===== config.mk =====
export PLATFORM = sky130hd
export DESIGN_NAME = lsu_mem_master
export DESIGN_NICKNAME = d
export VERILOG_FILES = /design/src/rtl/lsu_mem_master.sv
export SDC_FILE = /design/constraint.sdc
export NUM_CORES = 1
export LEC_CHECK = 0
export ABC_AREA = 1
export CORE_AREA = 2 2 149 107
export CTS_CLUSTER_DIAMETER = 150
export DETAILED_ROUTE_END_ITERATION = 10
export DIE_AREA = 0 0 151 109
export HOLD_SLACK_MARGIN = 0.05
export PLACE_DENSITY = 0.68
export SLEW_MARGIN = 20
export SYNTH_ARGS = -nofsm -noshare
export SYNTH_HDL_FRONTEND = slang
export SYNTH_SLANG_ARGS = --single-unit

===== constraint.sdc =====
create_clock -name i_clk -period 2.5 [get_ports i_clk]
set_clock_uncertainty 0.05 [all_clocks]
set_input_delay 0.5 -clock i_clk [delete_from_list [all_inputs] [get_ports i_clk]]
set_output_delay 0.5 -clock i_clk [all_outputs]
set_load 0.05 [all_outputs]

===== src/rtl/lsu_mem_master.sv =====
// Load/store master for a word-wide data memory.
// Sub-word stores are done as read-modify-write; loads are extended.
`ifndef DATA_WIDTH
`define DATA_WIDTH 32
`endif

module lsu_mem_master #(
  parameter int MEM_SIZE = 1024,
  localparam int ADDR_W = $clog2(MEM_SIZE)
) (
  input  logic                   i_clk,
  input  logic                   i_rst,
  input  logic                   i_req_valid,
  output logic                   o_req_ready,
  input  logic                   i_req_we,
  input  logic [2:0]             i_req_funct3,
  input  logic [31:0]            i_req_addr,
  input  logic [`DATA_WIDTH-1:0] i_req_wdata,
  output logic                   o_resp_valid,
  input  logic                   i_resp_ready,
  output logic [`DATA_WIDTH-1:0] o_resp_rdata,
  output logic                   o_resp_misaligned,
  output logic                   o_resp_fault,
  output logic                   o_mem_we,
  output logic [ADDR_W-1:0]      o_mem_addr,
  output logic [`DATA_WIDTH-1:0] o_mem_wdata,
  input  logic [`DATA_WIDTH-1:0] i_mem_rdata
);

  typedef enum logic [1:0] {
    IDLE, READ, WRITE, RESP
  } state_t;

  state_t state, state_nx;

  logic                   we_q;
  logic [2:0]             f3_q;
  logic [ADDR_W-1:0]      addr_q;
  logic [`DATA_WIDTH-1:0] wdata_q;
  logic [`DATA_WIDTH-1:0] rbuf;
  logic [`DATA_WIDTH-1:0] rdata_q;
  logic                   mis_q;
  logic                   fault_q;

  logic                   acc;
  logic                   mis;
  logic                   f3_bad;
  logic                   fault;
  logic [7:0]             ld_byte;
  logic [15:0]            ld_half;
  logic [`DATA_WIDTH-1:0] ld_data;
  logic [`DATA_WIDTH-1:0] merged;
  logic [ADDR_W-1:0]      word_addr;

  assign acc       = i_req_valid & o_req_ready;
  assign word_addr = {addr_q[ADDR_W-1:2], 2'b00};

  always_comb begin
    mis    = 1'b0;
    f3_bad = 1'b0;
    unique case (i_req_funct3)
      3'b000: f3_bad = 1'b0;
      3'b100: f3_bad = i_req_we;
      3'b001: mis    = i_req_addr[0];
      3'b101: begin
        mis    = i_req_addr[0];
        f3_bad = i_req_we;
      end
      3'b010: mis    = |i_req_addr[1:0];
      default: f3_bad = 1'b1;
    endcase
    fault = f3_bad | (i_req_addr >= 32'(MEM_SIZE));
  end

  always_comb begin
    ld_byte = i_mem_rdata[{addr_q[1:0], 3'b000} +: 8];
    ld_half = addr_q[1] ? i_mem_rdata[31:16]
                        : i_mem_rdata[15:0];
    unique case (f3_q)
      3'b000: ld_data = {{24{ld_byte[7]}}, ld_byte};
      3'b100: ld_data = {24'b0, ld_byte};
      3'b001: ld_data = {{16{ld_half[15]}}, ld_half};
      3'b101: ld_data = {16'b0, ld_half};
      default: ld_data = i_mem_rdata;
    endcase
  end

  // Untouched lanes come from the word read in READ.
  always_comb begin
    merged = rbuf;
    unique case (f3_q)
      3'b000: merged[{addr_q[1:0], 3'b000} +: 8] = wdata_q[7:0];
      3'b001: begin
        if (addr_q[1]) merged[31:16] = wdata_q[15:0];
        else           merged[15:0]  = wdata_q[15:0];
      end
      default: merged = wdata_q;
    endcase
  end

  always_ff @(posedge i_clk) begin
    if (i_rst) state <= IDLE;
    else       state <= state_nx;
  end

  always_comb begin
    state_nx     = state;
    o_req_ready  = 1'b0;
    o_resp_valid = 1'b0;
    o_mem_we     = 1'b0;
    o_mem_addr   = '0;
    o_mem_wdata  = '0;
    unique case (state)
      IDLE: begin
        o_req_ready = ~i_rst;
        if (i_req_valid)
          state_nx = (mis | fault) ? RESP : READ;
      end
      READ: begin
        o_mem_addr = word_addr;
        state_nx   = we_q ? WRITE : RESP;
      end
      WRITE: begin
        o_mem_addr  = word_addr;
        o_mem_wdata = merged;
        o_mem_we    = ~i_rst;
        state_nx    = RESP;
      end
      RESP: begin
        o_mem_addr   = word_addr;
        o_resp_valid = ~i_rst;
        if (i_resp_ready) state_nx = IDLE;
      end
    endcase
  end

  always_ff @(posedge i_clk) begin
    if (i_rst) begin
      we_q    <= 1'b0;
      f3_q    <= '0;
      addr_q  <= '0;
      wdata_q <= '0;
      rbuf    <= '0;
      rdata_q <= '0;
      mis_q   <= 1'b0;
      fault_q <= 1'b0;
    end else begin
      if (acc) begin
        we_q    <= i_req_we;
        f3_q    <= i_req_funct3;
        addr_q  <= i_req_addr[ADDR_W-1:0];
        wdata_q <= i_req_wdata;
        rdata_q <= '0;
        mis_q   <= mis;
        fault_q <= fault;
      end
      if (state == READ) begin
        rbuf <= i_mem_rdata;
        if (!we_q) rdata_q <= ld_data;
      end
    end
  end

  assign o_resp_rdata      = rdata_q;
  assign o_resp_misaligned = mis_q;
  assign o_resp_fault      = fault_q;

endmodule


==> results by stage, run 1 <==
Status:
- The flow ran to the end, but the final reports show violations.
- The checks that failed: negative setup slack.

Power and ir drop:
- The maximum vdd drop is 0.0006571 V.
- The share of total power dissipated in the clock network is 0.244.
- Of the total power, registers draw 0.265.
- The switching power as a share of total power is 0.4395.
- Cell internal power was estimated by the tool at around 0.0060 W.
- The switching power total is 0.004703 W.
- The share of total power dissipated in combinational logic is 0.491.
- The power per standard cell area is approximately 1100 mW/mm^2.
- The total leakage power is between 4 and 5 nW.

Detailed routing:
- After detailed routing, the number of remaining DRC violations is 0.
- For this run, the detailed router's first-pass iteration total came to 5.
- The routed length per placed instance is 16.18 um.
- The overall via count from detail_route is 7171.
- The first routing iteration left 610 violations.
- The routed design has 22000 um of wire.
- After detailed routing, the number of vias per cell comes to 5.273.
- The post-route antenna net violation count is 0.

Global routing:
- The maximum number of pins on one net before global-route repair is 58.
- The via count of the first global-routing pass is between 6000 and 7000.
- The total congestion overflow after global routing is 0.
- The global-route usage over all layers is 0.2692.
- The first global-routing pass estimated between 30000 and 40000 um of wire.
- The number of antenna violations at the first check in global routing is 0.

Flow run:
- The number of violations of the max-capacitance limit is 0.

Yosys:
- The dominant combinational cell family by area after synthesis is simple AND/OR/NAND/NOR gates.
- The fraction of the yosys area taken by sequential cells is 0.3690.
- The post-synthesis xor/xnor area fraction is 0.
- Synthesis handed over a netlist of 969 instances.
- The main flop type after synthesis is dfxtp_1.
- Of the total synthesized cell area, the portion taken by full adders, half adders and majority gates is 0.02023.
- The synthesized-area fraction occupied by ao, oa, aoi and oai cells is 0.2227.
- The number of synthesis warnings is 0.
- The share of flip-flops with an asynchronous set or reset is 0.
- The synthesized design contains 114 register bits.
- The area share of and/or/nand/nor cells after synthesis is 0.2725.
- The cell area after synthesis is around 0.0062 mm^2.
- In this run, synthesis inferred 0 flip-flops with an integrated enable.
- In this run the mean area of a mapped cell was 6.383 um^2.
- Synthesis instantiated 33 different standard cells from the library.
- After synthesis, the share of cell area in mux cells is 0.

Final layout:
- The post-layout net count is 1261.
- The commonest non-fill, non-tap cell in the layout is nand2_1.
- Of the cells placed in the final design, the portion with a size suffix greater than 1 is 0.1716.
- Relative to the synthesized area, the layout overhead comes to 57.84%.
- The total inserted antenna cells is 0.
- Measured on the finished design, the core utilization comes to 0.6456.
- In the layout the commonest cells are 233 x nand2_1, 137 x clkdlybuf4s50_1, 110 x dfxtp_1.
- The final design area excluding fillers is 0.009762 mm^2.
- The finished layout holds 1360 standard cells, fillers aside.

Worst setup path:
- In this run the worst path has a maximum fanout of 7.
- The startpoint type of the worst setup path is a register.
- STA puts the critical path data required time at 1.95 ns.
- The nature of the critical path endpoint is a primary output.
- The critical path class is reg2out.
- Data arrives at the worst endpoint at ~2.1 ns.
- The logic depth of the worst register-to-register path is 9.

STA:
- The final period utilization is 1.048.
- The number of hold violations in the final report was 0.
- Static timing analysis puts the maximum clock frequency at 381.8 MHz.
- The max-slew violation total from the final report came to 0.
- The post-route setup TNS is -0.9637 ns.
- Setup repair after global routing could not meet its margin everywhere.
- For the pin with the worst max-slew slack, the measured transition is between 0.6 and 0.7 ns.
- Setup violations remaining at the end of the flow were counted as 22.
- In this run the tightest slew margin relative to its limit is 0.5858.
- For the finished layout, the period the worst path requires is 2.619 ns.
- The least setup slack across all paths after layout is -0.1193 ns.

Clock tree:
- Clock latency on the worst-skew pair, taken at its later pin, is 0.41 ns.
- The number of clock buffers added by TritonCTS is 17.
- The sink count of the clock tree is 114.
- The number of hold buffers added after cts is 0.
- The H-tree depth reported by CTS is 4.
- The buffer cell driving the clock tree root is clkbuf_16.
- The clock passes through at most 2 buffers.
- The clock input transition at the sequential cells of the worst setup and hold paths is about 0.050 ns.
- TritonCTS built the clock tree.

Placed design:
- The routability congestion estimate from global placement is 0.9666.
- The cell area after placement is 0.008721 mm^2.
- The wire-length estimate of the detail-placed layout is 15860 um.
- After detailed placement, the design holds a cell count of around 1300.
- The pre-CTS worst setup slack is -0.07112 ns.
- Input and output buffers added on the ports amount to 180.

Floorplanning:
- The die covers 0.01646 mm^2.
- The placeable core region is 0.01512 mm^2.
- The die height is 109 um.
- Row generation in the floorplan step produced 38 rows.
- The floorplan step set the die width to approximately 150 um.
- The number of ports placed on the die boundary is about 180.
- The initial core utilization is 0.4091.

Min path:
- The count of cells along the worst hold path is 2.
- The worst hold path belongs to the class reg2reg.
## power groups by stage
stage	Sequential (W)	Clock (W)	Combinational [W]
2_1_floorplan	0.00340	0	0.00251
3_5_place_dp	0.00283	0	0.00483
3_3_place_gp	0.00282	0	0.00480
5_1_grt	0.00289	0.00272	0.00565
6_report	0.00284	0.00261	0.00525
4_1_cts	0.00282	0.00263	0.00513
## cells by family (layout without fill, tap and decap cells)
group | Yosys count | in the layout
AO/OA/AOI/OAI | 261 | 261
adder cells (fa/ha/maj) | 10 | 10
other | 1 | 2
AND/OR/NAND/NOR | 403 | 403
buffers and inverters | 180 | 370
flip-flops | 114 | 114
## per-layer routing
| metal | share of wire | vias up | track usage | wire length (um) |
|---|---|---|---|---|
| met5 | 0 | - | 0 | 0 |
| met4 | 0.016 | 0 | 0.07543 | 343 |
| met3 | 0.10 | 37 | 0.06736 | 2262 |
| met2 | 0.43 | 314 | 0.4091 | 9457 |
| met1 | 0.45 | 3300 | 0.3794 | 9938 |
| li1 | - | 3520 | - | - |
## worst max-delay path, stage by stage, from the launching register on
cell and delay (ns):
dfxtp_4 0.36, inv_4 0.07, buf_6 0.10, buf_4 0.11, ha_4 0.18, nand3_4 0.14, nor3_2 0.23, a21oi_1 0.08
nand3_1 0.08, nand2_1 0.07, inv_1 0.10, buf_12 0.14
## synth_stat cells, types with 4 or more instances
| cell | number | area share |
|---|---|---|
| nand2_1 | 243 | 0.15 |
| nand2_2 | 7 | 0.0071 |
| a21oi_1 | 109 | 0.088 |
| o21ai_0 | 120 | 0.097 |
| inv_2 | 6 | 0.0036 |
| buf_1 | 5 | 0.0030 |
| clkbuf_1 | 41 | 0.025 |
| nand4_1 | 19 | 0.019 |
| inv_1 | 111 | 0.067 |
| nand3_1 | 62 | 0.050 |
| nor3_1 | 4 | 0.0032 |
| o21bai_1 | 4 | 0.0049 |
| buf_2 | 11 | 0.0089 |
| o22ai_1 | 5 | 0.0051 |
| o211ai_1 | 15 | 0.018 |
| ha_1 | 10 | 0.020 |
| nor2_1 | 62 | 0.038 |
| dfxtp_1 | 114 | 0.37 |
## state kept, by name, summed over array words and instances, names as in the netlist
register           cells
addr_q                10
f3_q                   3
o_resp_fault           1
o_resp_misaligned      1
o_resp_rdata          32
rbuf                  32
state                  2
wdata_q               32
we_q                   1
## final cells by class
type                       instances  area [um^2]
multi-input combinational        676         3582
inverter                         119        469.2
sequential                       114         2292
clock inverter                    13        183.9
timing repair buffer             219         2531
tap                              200        250.2
fill                            1367         5358
clock buffer                      19        452.9
## worst paths after layout
kind         startpoint          endpoint  slack [ns]
max           addr_q[1]   o_mem_wdata[14]       -0.12
min           addr_q[3]         addr_q[3]        0.40
max reg2reg    state[1]  o_resp_rdata[31]        0.53
min reg2reg   addr_q[3]         addr_q[3]        0.40
## per-stage QoR
step           total power [W]  hold WS, ns
6_report               0.01070       0.4022
4_1_cts                0.01058       0.4039
2_1_floorplan         0.005910       0.3799
3_3_place_gp          0.007622       0.3900
3_5_place_dp          0.007658       0.3940
5_1_grt                0.01126       0.4080
## what timing repair did
| item | 4_1_cts | 5_1_grt |
|---|---|---|
| gates resized for setup | 72 | 21 |
| cloned | 2 | 0 |
| pin swaps | 14 | 12 |
| buffers inserted | 8 | 0 |
| hold endpoints to repair | 0 | 0 |
| endpoints found under the setup margin | 32 | 32 |
(Power assumes the default switching activity.)
==> run 2: changes to the inputs <==
Settings changed: GPL_TIMING_DRIVEN set to 1, REMOVE_ABC_BUFFERS set to 1, SLEW_MARGIN 20 to not set.
==> results by stage, run 2 (synthesized netlist as in run 1, its figures left out) <==
STA:
- The number of hold violations in the final report is 0 (unchanged).
- The post-route setup TNS came to -1.303 ns (-0.3393 ns).
- Setup repair after global routing could not meet its margin everywhere.
- The number of setup violations in the final report is 24 (+9.1%).
- The maximum clock frequency came to 382.0 MHz (about the same).
- The max-slew violation total from the final report was 0 (unchanged).
- The transition time at the pin with the least slew margin is 0.5867 ns (-0.03464 ns).
- The least setup slack across all paths after layout was -0.1176 ns (+0.001630 ns).
- The clock period minus final worst setup slack is 2.618 ns (-0.001630 ns).
- The normalized max-slew margin was 0.6077 (+0.02187).
- The final period utilization is 1.047 (about the same).

Final layout:
- The total inserted antenna cells is 0 (unchanged).
- The post-layout net count came to 1264 (+0.24%).
- From synthesis to final layout, the design area changed by 55.19%.
- Leaving out fill and tap cells, the most frequent cells in the layout are 237 x nand2_1, 137 x clkdlybuf4s50_1, 116 x o21ai_0.
- The share of post-route cells with drive strength above 1 is 0.1720 (+0.0004173).
- The number of filler cells placed in the layout is 1355 (-0.88%).
- Leaving out fill and tap cells, the most frequent cell in the layout is nand2_1.
- The register area is 0.002290 mm^2 (-0.11%).
- The combined area of the multi-input logic cells is 0.003475 mm^2 (-3.0%).

Detailed routing:
- The number of detailed-routing iterations run before antenna repair is 4 (-1).
- The residual DRC count came to 0 (unchanged).
- The wire length reported by the detailed router is 21630 um (-1.7%).
- The routed length per placed instance is 15.87 um (-1.9%).
- The detailed-route vias per instance came to 5.232 (-0.78%).
- The post-route antenna net violation count is 0 (unchanged).
- The overall via count from detail_route is 7131 (-0.56%).
- The count of routing violations after the opening detailed-route iteration came to 440 (-28%).

Floorplanning:
- The die boundary width came to 151 um (unchanged).
- The die height is 109 um (unchanged).
- The initial core utilization was 0.4091 (unchanged).
- The number of ports placed on the die boundary is 183 (unchanged).
- The placeable core region came to 0.01512 mm^2 (unchanged).
- The number of cell rows is 38 (unchanged).
- The area of the die is 0.01646 mm^2 (unchanged).

Clock tree:
- The buffer cell driving the clock tree root is clkbuf_16.
- The sink count of the clock tree is 114 (unchanged).
- The maximum buffer depth of the clock tree is 2 (unchanged).
- The H-tree depth reported by CTS is 4 (unchanged).
- The clock input transition at the sequential cells of the worst setup and hold paths is 0.06 ns (about the same).
- The clock latency reported for the late side of the worst-skew pair is 0.42 ns (about the same).
- The CTS tree is built.
- The number of buffers inserted during clock tree synthesis is 17 (unchanged).

Power and ir drop:
- The power per standard cell area is 1075 mW/mm^2 (-2.0%).
- The maximum vdd drop was 0.0005751 V (-12%).
- The power consumption was 0.01031 W (-3.6%).
- The total leakage power is 4.091 nW (-0.79%).

Global routing:
- The via count of the first global-routing pass came to 6489 (-2.2%).
- The global-route usage over all layers is 0.2613 (-0.007902).
- The global-route wire length before repair was 33250 um (-3.3%).
- The number of antenna violations at the first check in global routing is 0 (unchanged).
- The total congestion overflow after global routing is 0 (unchanged).
- The maximum number of pins on one net before global-route repair is 61 (+5.2%).

Worst setup path:
- The worst path arrival time is 2.07 ns (about the same).
- The nature of the critical path endpoint is a primary output.
- STA classifies the critical path startpoint as a register.
- The critical path class is reg2out.
- The worst-path maximum fanout was 8 (+1).
- The worst-case register-to-register setup slack is 0.52 ns (about the same).
- The logic depth of the worst register-to-register path is 9 (unchanged).
- The data required time at the worst endpoint came to 1.95 ns (about the same).

Flow run:
- The number of violations of the max-capacitance limit is 0 (unchanged).

Min path:
- The count of cells along the worst hold path is 2 (unchanged).
- The min-delay analysis places its worst path in the category reg2reg.

Status:
- The flow ran to the end, but the final reports show violations.
- The checks that failed: negative setup slack.

Placed design:
- The total half-perimeter wirelength after legalization and detailed placement is 15300 um (-3.5%).
- The count of port buffers added during placement is 180 (unchanged).
- The routability congestion estimate from global placement is 0.8806 (-8.9%).
## run 2: changes by cell type in the layout (fill, tap and decap cells not counted), moves of 6 or more
cell,previous run,this run
nor2_4,11,3
nor2_2,4,10
o21ai_1,10,3
a21oi_4,8,1
a21oi_2,3,11
o21ai_0,109,116
## run 2: metal layers
metal	up-vias	wire (um)	part of all wire	track usage
met2	348	9551	0.44	0.4143
met1	3219	9455	0.44	0.3441
met4	0	450	0.021	0.08812
met3	36	2173	0.10	0.07322
li1	3528	-	-	-
met5	-	0	0	0
## run 2: metrics by stage
step	hold WS, ns	std cells	utilization	area, um^2	worst slack [ns]
floorplan	0.3820	909	-	5927	-1.466
global placement	0.3887	1321	0.5681	8589	0.1088
detailed placement	0.3955	1321	0.5681	8589	0.05518
CTS	0.4039	1359	0.6236	9428	-0.08639
global route	0.4257	1363	0.6348	9598	-0.1869
finish	0.4016	1363	0.6348	9598	-0.1176
## run 2: final cells by class
cell class,instances,area share
well taps,200,0.02607
repair buffers,222,0.2661
multi-input cells,676,0.3620
clock buffers,21,0.04693
flip-flops and latches,114,0.2386
inverters,119,0.04862
clock inverters,11,0.01173
## run 2: worst paths after layout
kind,endpoint,start
worst max register to register,o_resp_rdata[25],state[1]
worst max-delay path,o_mem_wdata[28],addr_q[0]
worst min-delay path,addr_q[4],addr_q[4]
worst min register to register,addr_q[4],addr_q[4]
## run 2: power breakdown
group	internal [W]	switching [W]	total, W
registers	0.00239	0.000439	0.00283
clock network	0.00148	0.000878	0.00236
logic	0.00187	0.00325	0.00512
total	0.00574	0.00457	0.0103
## run 2: repair_timing
action | in CTS | in global routing
pin swaps | 13 | 17
setup endpoints to repair | 32 | 32
setup buffers | 5 | 4
hold buffers | 0 | 0
gates resized for setup | 64 | 39
gates cloned | 1 | 0
## run 2: worst max-delay path: stages, from the launching register on
cell and delay, ns:
dfxtp_4 0.39, inv_6 0.05, ha_4 0.24, nor3_2 0.17
buf_4 0.19, nand3_1 0.10, a21oi_1 0.16, nor2_1 0.07
nor2_2 0.13, buf_12 0.15
==> run 3: changes to the inputs <==
Settings changed: CTS_CLUSTER_SIZE set to 40.
==> results of run 3 <==
Final layout, timing and power as in run 2 (identical DEF).
